==> config.mk <==
export PLATFORM = sky130hd
export DESIGN_NAME = button_debounce
export DESIGN_NICKNAME = d
export VERILOG_FILES = /design/src/rtl/button_debounce.sv
export SDC_FILE = /design/constraint.sdc
export NUM_CORES = 1
export LEC_CHECK = 0
export ABC_AREA = 1
export CAP_MARGIN = 30
export CORE_ASPECT_RATIO = 1.4
export CORE_MARGIN = 4
export CORE_UTILIZATION = 55
export CTS_BUF_LIST = sky130_fd_sc_hd__clkbuf_8 sky130_fd_sc_hd__clkbuf_16
export CTS_CLUSTER_DIAMETER = 60
export DETAILED_ROUTE_END_ITERATION = 16
export GPL_ROUTABILITY_DRIVEN = 0
export PLACE_DENSITY_LB_ADDON = 0.12
export SKIP_CTS_REPAIR_TIMING = 1
export SYNTH_ARGS = -nofsm -noshare
export SYNTH_HDL_FRONTEND = slang
export SYNTH_SLANG_ARGS = --single-unit
==> constraint.sdc <==
create_clock -name clk -period 1.6 [get_ports clk]
set_input_delay 0.16 -clock clk [delete_from_list [all_inputs] [get_ports clk]]
set_output_delay 0.16 -clock clk [all_outputs]
set_load 0.02 [all_outputs]
==> src/rtl/button_debounce.sv <==
// Push-button conditioner: 2-FF synchronizer, debounce FSM, press/release/long-press
// pulses, debounced level and a wrapping press counter. The release pulse port is release_pulse.
module button_debounce #(
   parameter int DEBOUNCE_CYCLES   = 1_000_000,
   parameter int LONG_PRESS_CYCLES = 50_000_000,
   parameter bit ACTIVE_LOW        = 1'b1,
   parameter int COUNT_W           = 8
) (
   input  logic               clk,
   input  logic               rst,
   input  logic               btn_raw,
   output logic               btn_level,
   output logic               press,
   output logic               release_pulse,
   output logic               long_press,
   output logic [COUNT_W-1:0] press_count
);

   localparam int DB_W   = $clog2(DEBOUNCE_CYCLES);
   localparam int HOLD_W = $clog2(LONG_PRESS_CYCLES);
   localparam logic [DB_W-1:0]   DB_LAST   = DB_W'(DEBOUNCE_CYCLES - 1);
   localparam logic [HOLD_W-1:0] HOLD_LAST = HOLD_W'(LONG_PRESS_CYCLES - 1);
   localparam logic [HOLD_W-1:0] HOLD_PRE  = HOLD_W'(LONG_PRESS_CYCLES - 2);

   typedef enum logic [1:0] {
      RELEASED,
      PRESS_PEND,
      PRESSED,
      RELEASE_PEND
   } state_t;

   logic               sync1_reg, sync2_reg;
   logic               s;
   state_t             state_reg, state_next;
   logic [DB_W-1:0]    db_cnt_reg, db_cnt_next;
   logic [HOLD_W-1:0]  hold_cnt_reg, hold_cnt_next;
   logic               level_reg, level_next;
   logic               press_reg, press_next;
   logic               rel_reg, rel_next;
   logic               long_reg, long_next;
   logic [COUNT_W-1:0] count_reg, count_next;

   // Sync flops idle at the unpressed pin level so reset never looks like a press.
   always_ff @(posedge clk or posedge rst) begin
      if (rst) begin
         sync1_reg <= ACTIVE_LOW;
         sync2_reg <= ACTIVE_LOW;
      end else begin
         sync1_reg <= btn_raw;
         sync2_reg <= sync1_reg;
      end
   end

   assign s = sync2_reg ^ ACTIVE_LOW;

   always_ff @(posedge clk or posedge rst) begin
      if (rst) begin
         state_reg    <= RELEASED;
         db_cnt_reg   <= '0;
         hold_cnt_reg <= '0;
         level_reg    <= 1'b0;
         press_reg    <= 1'b0;
         rel_reg      <= 1'b0;
         long_reg     <= 1'b0;
         count_reg    <= '0;
      end else begin
         state_reg    <= state_next;
         db_cnt_reg   <= db_cnt_next;
         hold_cnt_reg <= hold_cnt_next;
         level_reg    <= level_next;
         press_reg    <= press_next;
         rel_reg      <= rel_next;
         long_reg     <= long_next;
         count_reg    <= count_next;
      end
   end

   always_comb begin
      state_next    = state_reg;
      db_cnt_next   = db_cnt_reg;
      hold_cnt_next = hold_cnt_reg;
      level_next    = level_reg;
      press_next    = 1'b0;
      rel_next      = 1'b0;
      long_next     = 1'b0;
      count_next    = count_reg;

      // Hold time keeps running through a pending release so a glitch cannot delay long_press.
      if ((state_reg == PRESSED || state_reg == RELEASE_PEND) && hold_cnt_reg < HOLD_LAST) begin
         hold_cnt_next = hold_cnt_reg + HOLD_W'(1);
         long_next     = (hold_cnt_reg == HOLD_PRE);
      end

      case (state_reg)
         RELEASED: begin
            if (s) begin
               state_next  = PRESS_PEND;
               db_cnt_next = '0;
            end
         end
         PRESS_PEND: begin
            if (!s) begin
               state_next = RELEASED;
            end else if (db_cnt_reg == DB_LAST) begin
               state_next    = PRESSED;
               level_next    = 1'b1;
               press_next    = 1'b1;
               count_next    = count_reg + COUNT_W'(1);
               hold_cnt_next = '0;
            end else begin
               db_cnt_next = db_cnt_reg + DB_W'(1);
            end
         end
         PRESSED: begin
            if (!s) begin
               state_next  = RELEASE_PEND;
               db_cnt_next = '0;
            end
         end
         RELEASE_PEND: begin
            if (s) begin
               state_next = PRESSED;
            end else if (db_cnt_reg == DB_LAST) begin
               state_next = RELEASED;
               level_next = 1'b0;
               rel_next   = 1'b1;
            end else begin
               db_cnt_next = db_cnt_reg + DB_W'(1);
            end
         end
         default: state_next = RELEASED;
      endcase
   end

   assign btn_level     = level_reg;
   assign press         = press_reg;
   assign release_pulse = rel_reg;
   assign long_press    = long_reg;
   assign press_count   = count_reg;

endmodule

# Word-level counts from Yosys, hierarchy flattened
# Index checks and enable logic that the tools add are counted.
[totals]
regBits = 62
inputBits = 3
[op_classes]
addsub = 3
n_lt_le_gt_ge = 1
eq_ne = 13
mux = 28
bitwise_logic = 1
n_reduce_logical = 8
[ops]
columns = ["cell", "n"]
rows = [
  ["$mux W26", 4],
  ["$mux W20", 5],
  ["$pmux W20 S4", 1],
  ["$add A26 B1 Y26 const B", 1],
  ["$eq A26 B26 Y1 const B", 1],
  ["$lt A26 B26 Y1 const B", 1],
  ["$add A20 B1 Y20 const B", 1],
  ["$eq A20 B20 Y1 const B", 1],
  ["$mux W2", 6],
  ["$mux W1", 10],
  ["$ne A2 B2 Y1 const B", 5],
  ["$add A8 B1 Y8 const B", 1],
  ["$pmux W2 S4", 1],
  ["$reduce_and A4 Y1", 2],
  ["$reduce_and A5 Y1", 1],
  ["$eq A2 B2 Y1 const B", 2],
  ["$ne A3 B2 Y1 const B", 1],
  ["$ne A3 B3 Y1 const B", 1],
  ["$reduce_and A3 Y1", 1],
  ["$eq A2 B1 Y1 const B", 1],
  ["$logic_not A2 Y1", 1],
  ["$ne A2 B1 Y1 const B", 1],
  ["$pmux W1 S2", 1],
  ["$reduce_bool A2 Y1", 1],
  ["other kinds (3)", 3],
]

# Logic depth before layout (Yosys ltp)
# Gate-level depths: netlist of run 1.
[depth]
depth_word = 7
ltp_mapped = 13
mapped_depth_nobuf = 12

# Least setup slack after synthesis of run 1
# OpenSTA, ideal clock, no wires.
[synth_path]
path_type = "register to register"
start = "register db_cnt_reg[0]"
end = "register hold_cnt_reg[12]"
setup_time_ps = 116
t_arrival_ps = 1596
t_required_ps = 1484
path_slack_ps = -112
stages_incl_launch_ff = 10
n_path_buf = 1
synth_period_minus_slack_ps = 1712
path_cell_list = "dfrtp_1 -> ha_1 -> nand3_2 -> nor2_4 -> inv_2 -> nor3_2 -> nand3_2 -> nor3_4 -> buf_6 -> nor2_1"
[synth_between]
elab_chain_cells = 4
[synth_lines]
columns = ["item", "line_no", "source"]
rows = [
  ["start, declared", "35", "logic [DB_W-1:0] db_cnt_reg, db_cnt_next;"],
  ["start signal, assigned", "68", "db_cnt_reg <= db_cnt_next;"],
  ["$eq A20 B20 Y1", "104", "end else if (db_cnt_reg == DB_LAST) begin"],
  ["$mux W26", "104", ""],
  ["$mux W26", "102", "if (!s) begin"],
  ["$mux W26", "94", "case (state_reg)"],
  ["named net hold_cnt_next[12]", "36", "logic [HOLD_W-1:0] hold_cnt_reg, hold_cnt_next;"],
  ["end signal, assigned", "69", "hold_cnt_reg <= hold_cnt_next;"],
  ["end, declared", "36", ""],
]
# The timed path passes the listed nets, and every way through them passes these cells.
# A chain may end at the register's enable or synchronous reset.

# Worst setup path in the final report of run 1
[layout_path]
start = "register db_cnt_reg[0]"
end = "register count_reg[2] (netlist: press_count[2])"
[layout_between]
elab_chain_cells = 2
[layout_lines]
columns = ["item", "line_no", "source"]
rows = [
  ["$eq A20 B20 Y1", "104", ""],
  ["$reduce_and A3 Y1 (no line)", "n/a", ""],
  ["end signal, assigned", "74", "count_reg <= count_next;"],
  ["end, declared", "41", "logic [COUNT_W-1:0] count_reg, count_next;"],
]
# Every way passes these cells.

==> results.toml, run 1 <==
[status]
outcome = "finished, violations left"
violated_checks = "negative setup slack"

[sta]
totalNegativeSetupSlack_ns = -1.10
skew_ns = 0.00919
final-hold-violation-count = 0
final-max-slew-violation-count = 0
setup_viol = 35
final_critical_path_setup_slack_ns = -0.0638
fmaxAchievable_mhz = 601
fin_crit_ns = 1.66
worstMarginPinSlew_ns = 0.597
final_clock_period_utilization_by_the_worst_path_pct = 104
rsz0062_at_grt = "yes"
worst_slew_margin_rel_pct = 60.1

[grt]
grt_pass1_wl_um = 19100
grt_antenna_before_repair = 0
pin_count_of_the_biggest_net_entering_global_routing = 63
globalRouteOverflowTotal = 0
groute.usage.overall_pct = 27.2
grt_pass1_vias = 4285

[cells_and_area]
layout.nets = 681
nFillCells = 621
share_of_post_route_cells_with_drive_strength_above_1_pct = 26.2
largest_register_ffs = 26
insertedDiodeCount = 0
layout.cells.most_common = "nand2_1"
layout.cell_area.non_filler_um2 = 5280
syn2layout_area_growth_pct = 27.8
most-common-layout-cells = "nand2_1 (175), nor2_1 (76), buf_4 (72), inv_1 (60), dfrtp_1 (56)"
multi_input_comb_area_um2 = 2370
final-seq-area_um2 = 1560

[die]
placement_rows = 37
die_w_um = 81.2
initial_core_util_pct = 56.5
design.portCount = 15
dieArea_um2 = 8980
placeableCoreArea_um2 = 7310
height_of_the_die_um = 111

[run]
drv_cap = 0

[cts]
clk_pin_slew_ns = 0.07
clk_root_buffer_cell = "clkbuf_8"
tritoncts_clock_tree = "done"
numClockSinks = 62
clock_path_buffers = 2
clk-insertion-delay-late_ns = 0.36
ctsHtreeMaxLevel = 3
cts_made_buffers = 9

[worst_setup_path]
critPathMaxFanout = 7
critical_path.startpoint_type = "flip-flop"
critPathMostFrequentCell = "nor2_4"
crit_path_max_delay_cell_type = "dfrtp_1"
critical_path.endpoint_type = "flip-flop"
worst-endpoint-required_ns = 1.84
criticalPathCategory = "flip-flop to flip-flop"
cp_data_arrival_time_ns = 1.91
list_of_cells_traversed_by_the_critical_path = "ha_4, nand3_4, nor2_4, nand4_2, nor2_4, nand2_1, xor2_1"
cpPeakStageDelay_ns = 0.39

[drt]
vias_per_cell = 5.35
totalWireLength_um = 11100
route.antenna.remaining_nets = 0
route.detailed.wl_per_inst_um = 14.4
drtPass1Iterations = 4
drt_drc_violations_left = 0
drt_first_iter_violations = 243
vias = 4154

[placement]
io_buffer_count = 14
post_dp_cell_area_um2 = 4930
place_hpwl_um = 8180

[yosys]
syn-num-nets = 590
ys_ff_latch = 62
post_synth.cell_area_avg_um2 = 7.08
yosysSeqAreaShare_pct = 37.6
netlist_area_um2 = 4130
ys.warnings.count = 0
syn-instance-count = 583
synth_cell_type_count = 37

[power_and_ir_drop]
total_power_mw = 3.06
power_density_nw_per_um2 = 579
power.static_leakage_nw = 2.43
worst_ir_drop_vdd_uv = 556

[min_path]
timing.hold.worst.class = "input port to flip-flop"
-- critical path, delay by kind of cell, from the launching register on --
| family | cells | cell delay, ns |
|---|---|---|
| xor+xnor | 1 | 0.15 |
| flops | 1 | 0.39 |
| simple gates | 5 | 0.83 |
| fa+ha+maj | 1 | 0.16 |
-- stage by stage --
| step | setup slack [ns] | hold slack [ns] | std cells | utilization [%] |
|---|---|---|---|---|
| floorplan | -0.0777 | 0.164 | 583 | - |
| global placement | -0.0326 | 0.346 | 754 | 67.4 |
| detailed placement | -0.0505 | 0.347 | 754 | 67.4 |
| CTS | -0.0833 | 0.201 | 770 | 70.0 |
| global route | -0.159 | 0.210 | 776 | 72.2 |
| finish | -0.0638 | 0.208 | 776 | 72.2 |
-- worst paths after layout --
| check | start | endpoint | slack (ns) | depth (start not counted) |
|---|---|---|---|---|
| max reg2reg | db_cnt_reg[0] | press_count[2] | -0.06 | 7 |
| min reg2reg | sync1_reg | sync2_reg | 0.36 | 0 |
| min in group asynchronous | rst | long_press | 0.22 | 3 |
| max in group asynchronous | rst | sync1_reg | 1.04 | 3 |
| max | db_cnt_reg[0] | press_count[2] | -0.06 | 7 |
| min | btn_raw | sync1_reg | 0.21 | 1 |
-- synthesized netlist by cell type, drive strengths merged --
cell / n / area (um^2)
nand3b: 5 / 37.5
dfstp: 2 / 52.6
nor2: 90 / 398
nand3: 41 / 220
xor2: 13 / 114
xnor2: 10 / 87.6
nor3: 14 / 91.3
nand2: 189 / 734
o31ai: 2 / 15.0
a31o: 1 / 8.76
o21ai: 20 / 138
or2: 2 / 12.5
ha: 4 / 50.1
buf: 13 / 104
a21oi: 16 / 95.1
nand4: 31 / 200
nor4: 1 / 6.26
and2: 1 / 6.26
dfrtp: 60 / 1500
inv: 68 / 258
-- kinds of logic (layout without fill, tap and decap cells) --
family | count (synthesis) | after routing | share of synthesized area [%]
buffers and inverters | 81 | 175 | 8.76
DFF | 62 | 62 | 37.6
AOI/OAI and AO/OA | 39 | 39 | 6.21
xor gates and xnor gates | 23 | 23 | 4.88
and+or+nand+nor | 374 | 376 | 41.3
adders and majority gates | 4 | 4 | 1.21
-- report_power, final --
group	switching, mW	internal, mW	total (mW)	leakage, nW
Sequential	0.0146	1.58	1.60	0.849
Clock	0.608	0.716	1.32	0.109
Combinational	0.0901	0.0464	0.136	1.48
-- layer usage --
layer / track usage [%] / up-vias / share of wire (%)
met5: 0 / - / 0
met4: 17.6 / 0 / 7.6
met3: 6.12 / 61 / 2.6
met2: 47.3 / 98 / 54
met1: 28.4 / 1945 / 36
li1: - / 2050 / -
-- final cells by class --
| type | instances | share of cell area [%] |
|---|---|---|
| timing repair buffer | 91 | 14.6 |
| tap | 97 | 2.30 |
| inverter | 68 | 5.00 |
| multi-input combinational | 442 | 45.0 |
| clock inverter | 3 | 0.213 |
| sequential | 62 | 29.5 |
| clock buffer | 13 | 3.39 |
Note: power is estimated with default switching activity, not from simulation.
==> inputs of run 2 (changes only) <==
==> constraint.sdc (replaced) <==
create_clock -name clk -period 1.56 [get_ports clk]
set_input_delay 0.156 -clock clk [delete_from_list [all_inputs] [get_ports clk]]
set_output_delay 0.156 -clock clk [all_outputs]
set_load 0.02 [all_outputs]
==> run 2 against run 1 <==
Net effect: the flow still finishes with violations (negative setup slack); critical path type unchanged; combinational power increased by 8%; non-clock buffer count increased by 19; routed wire length increased by 2.7%; register-to-register slack got worse by 0.04 ns; largest power group unchanged.
==> results.toml, run 2 (synthesis gave the netlist of run 1 again) <==
[sta]
fmaxAchievable_mhz = 601
setup_viol = 50
fin_hold_ws_ns = 0.128
rsz0062_at_grt = "yes"
final-max-slew-violation-count = 0
final_critical_path_setup_slack_ns = -0.104
worstMarginPinSlew_ns = 0.393
final_clock_period_utilization_by_the_worst_path_pct = 107
skew_ns = 0.00734
fin_crit_ns = 1.66
worst_slew_margin_rel_pct = 73.8
totalNegativeSetupSlack_ns = -2.17
final-hold-violation-count = 0

[die]
dieArea_um2 = 8980
die_w_um = 81.2
initial_core_util_pct = 56.5
placeableCoreArea_um2 = 7310
placement_rows = 37
design.portCount = 15
height_of_the_die_um = 111

[power_and_ir_drop]
cell_internal_pwr_mw = 2.58
worst_ir_drop_vdd_uv = 642
power_frac_seq_pct = 48.4
clkPwrFrac_pct = 47.3
power.static_leakage_nw = 2.61
power.share.combinational_pct = 4.3
net-switching-power_uw = 806
power.share.switching_pct = 23.8
power_density_nw_per_um2 = 616
total_power_mw = 3.38

[cells_and_area]
most-common-layout-cells = "nand2_1 (168), buf_4 (89), nor2_1 (72), inv_1 (58), dfrtp_1 (55)"
share_of_post_route_cells_with_drive_strength_above_1_pct = 30.0
layout.cells.most_common = "nand2_1"
largest_register_ffs = 26
syn2layout_area_growth_pct = 32.9
layout.nets = 699
final_standard_cell_utilization_of_the_core_pct = 75.1
insertedDiodeCount = 0
layout.cell_area.non_filler_um2 = 5490

[cts]
ctsHtreeMaxLevel = 3
clock_path_buffers = 2
tritoncts_clock_tree = "done"
clk_root_buffer_cell = "clkbuf_8"
numClockSinks = 62
clk-insertion-delay-late_ns = 0.36
clk_pin_slew_ns = 0.07
cts_made_buffers = 9

[grt]
pin_count_of_the_biggest_net_entering_global_routing = 29
globalRouteOverflowTotal = 0
groute.usage.overall_pct = 27.2
grt_antenna_before_repair = 0
grt_pass1_wl_um = 18700
grt_pass1_vias = 4168

[worst_setup_path]
critical_path.endpoint_type = "flip-flop"
r2r.worst_path.cells = 10
criticalPathCategory = "flip-flop to flip-flop"
critical_path.startpoint_type = "flip-flop"
cp_data_arrival_time_ns = 1.97
worst-endpoint-required_ns = 1.86
critPathMaxFanout = 4

[status]
outcome = "finished, violations left"
violated_checks = "negative setup slack"

[drt]
drt_drc_violations_left = 0
vias_per_cell = 5.32
route.antenna.remaining_nets = 0
drtPass1Iterations = 5
vias = 4228
totalWireLength_um = 11400
route.detailed.wl_per_inst_um = 14.4
drt_first_iter_violations = 266

[run]
drv_cap = 0

[placement]
post_dp_cell_area_um2 = 5040
io_buffer_count = 14
place_hpwl_um = 8460

[min_path]
timing.hold.worst.class = "input port to asynchronous set/reset pin"
run 2: cell type report:
| type | count | area (um^2) |
|---|---|---|
| multi-input combinational | 441 | 2390 |
| clock inverter | 7 | 98.8 |
| tap | 97 | 121 |
| sequential | 62 | 1560 |
| fill | 578 | 1820 |
| timing repair buffer | 110 | 933 |
| clock buffer | 9 | 124 |
| inverter | 68 | 262 |
run 2: worst paths after layout:
path                              endpoint  slack [ns]     startpoint
min in group clk                 sync1_reg        0.20        btn_raw
hold / removal             hold_cnt_reg[9]        0.13            rst
setup / recovery            press_count[6]       -0.10  db_cnt_reg[0]
max in group asynchronous        sync1_reg        0.93            rst
hold reg to reg                  sync2_reg        0.36      sync1_reg
setup reg to reg            press_count[6]       -0.10  db_cnt_reg[0]
run 2: stage by stage:
step	instances	worst slack, ns
CTS	784	-0.123
global placement	768	-0.0787
global route	794	-0.200
floorplan	583	-0.118
finish	794	-0.104
detailed placement	768	-0.0910
run 2: routing by layer:
layer	GRT usage (%)	wire length [um]
met2	48.4	6170
met3	5.55	378
met4	17.6	762
met5	0	0
met1	27.7	4130
run 2: power by group through the flow:
stage | sequential (mW) | combinational, mW | clock [mW]
2_1_floorplan | 1.67 | 0.0932 | 0
3_3_place_gp | 1.67 | 0.148 | 0
3_5_place_dp | 1.67 | 0.148 | 0
4_1_cts | 1.64 | 0.149 | 1.64
5_1_grt | 1.64 | 0.170 | 1.71
6_report | 1.64 | 0.147 | 1.60
run 2: worst max-delay path, cell delays in order, from the launching register on:
cell and delay (ns):
dfrtp_1 0.39, ha_4 0.17, nand3_4 0.10, inv_2 0.08
nand4_1 0.08, nor3_2 0.18, nand2_1 0.10, nor2_2 0.16
buf_6 0.13, nand3_1 0.11, nand2_2 0.09
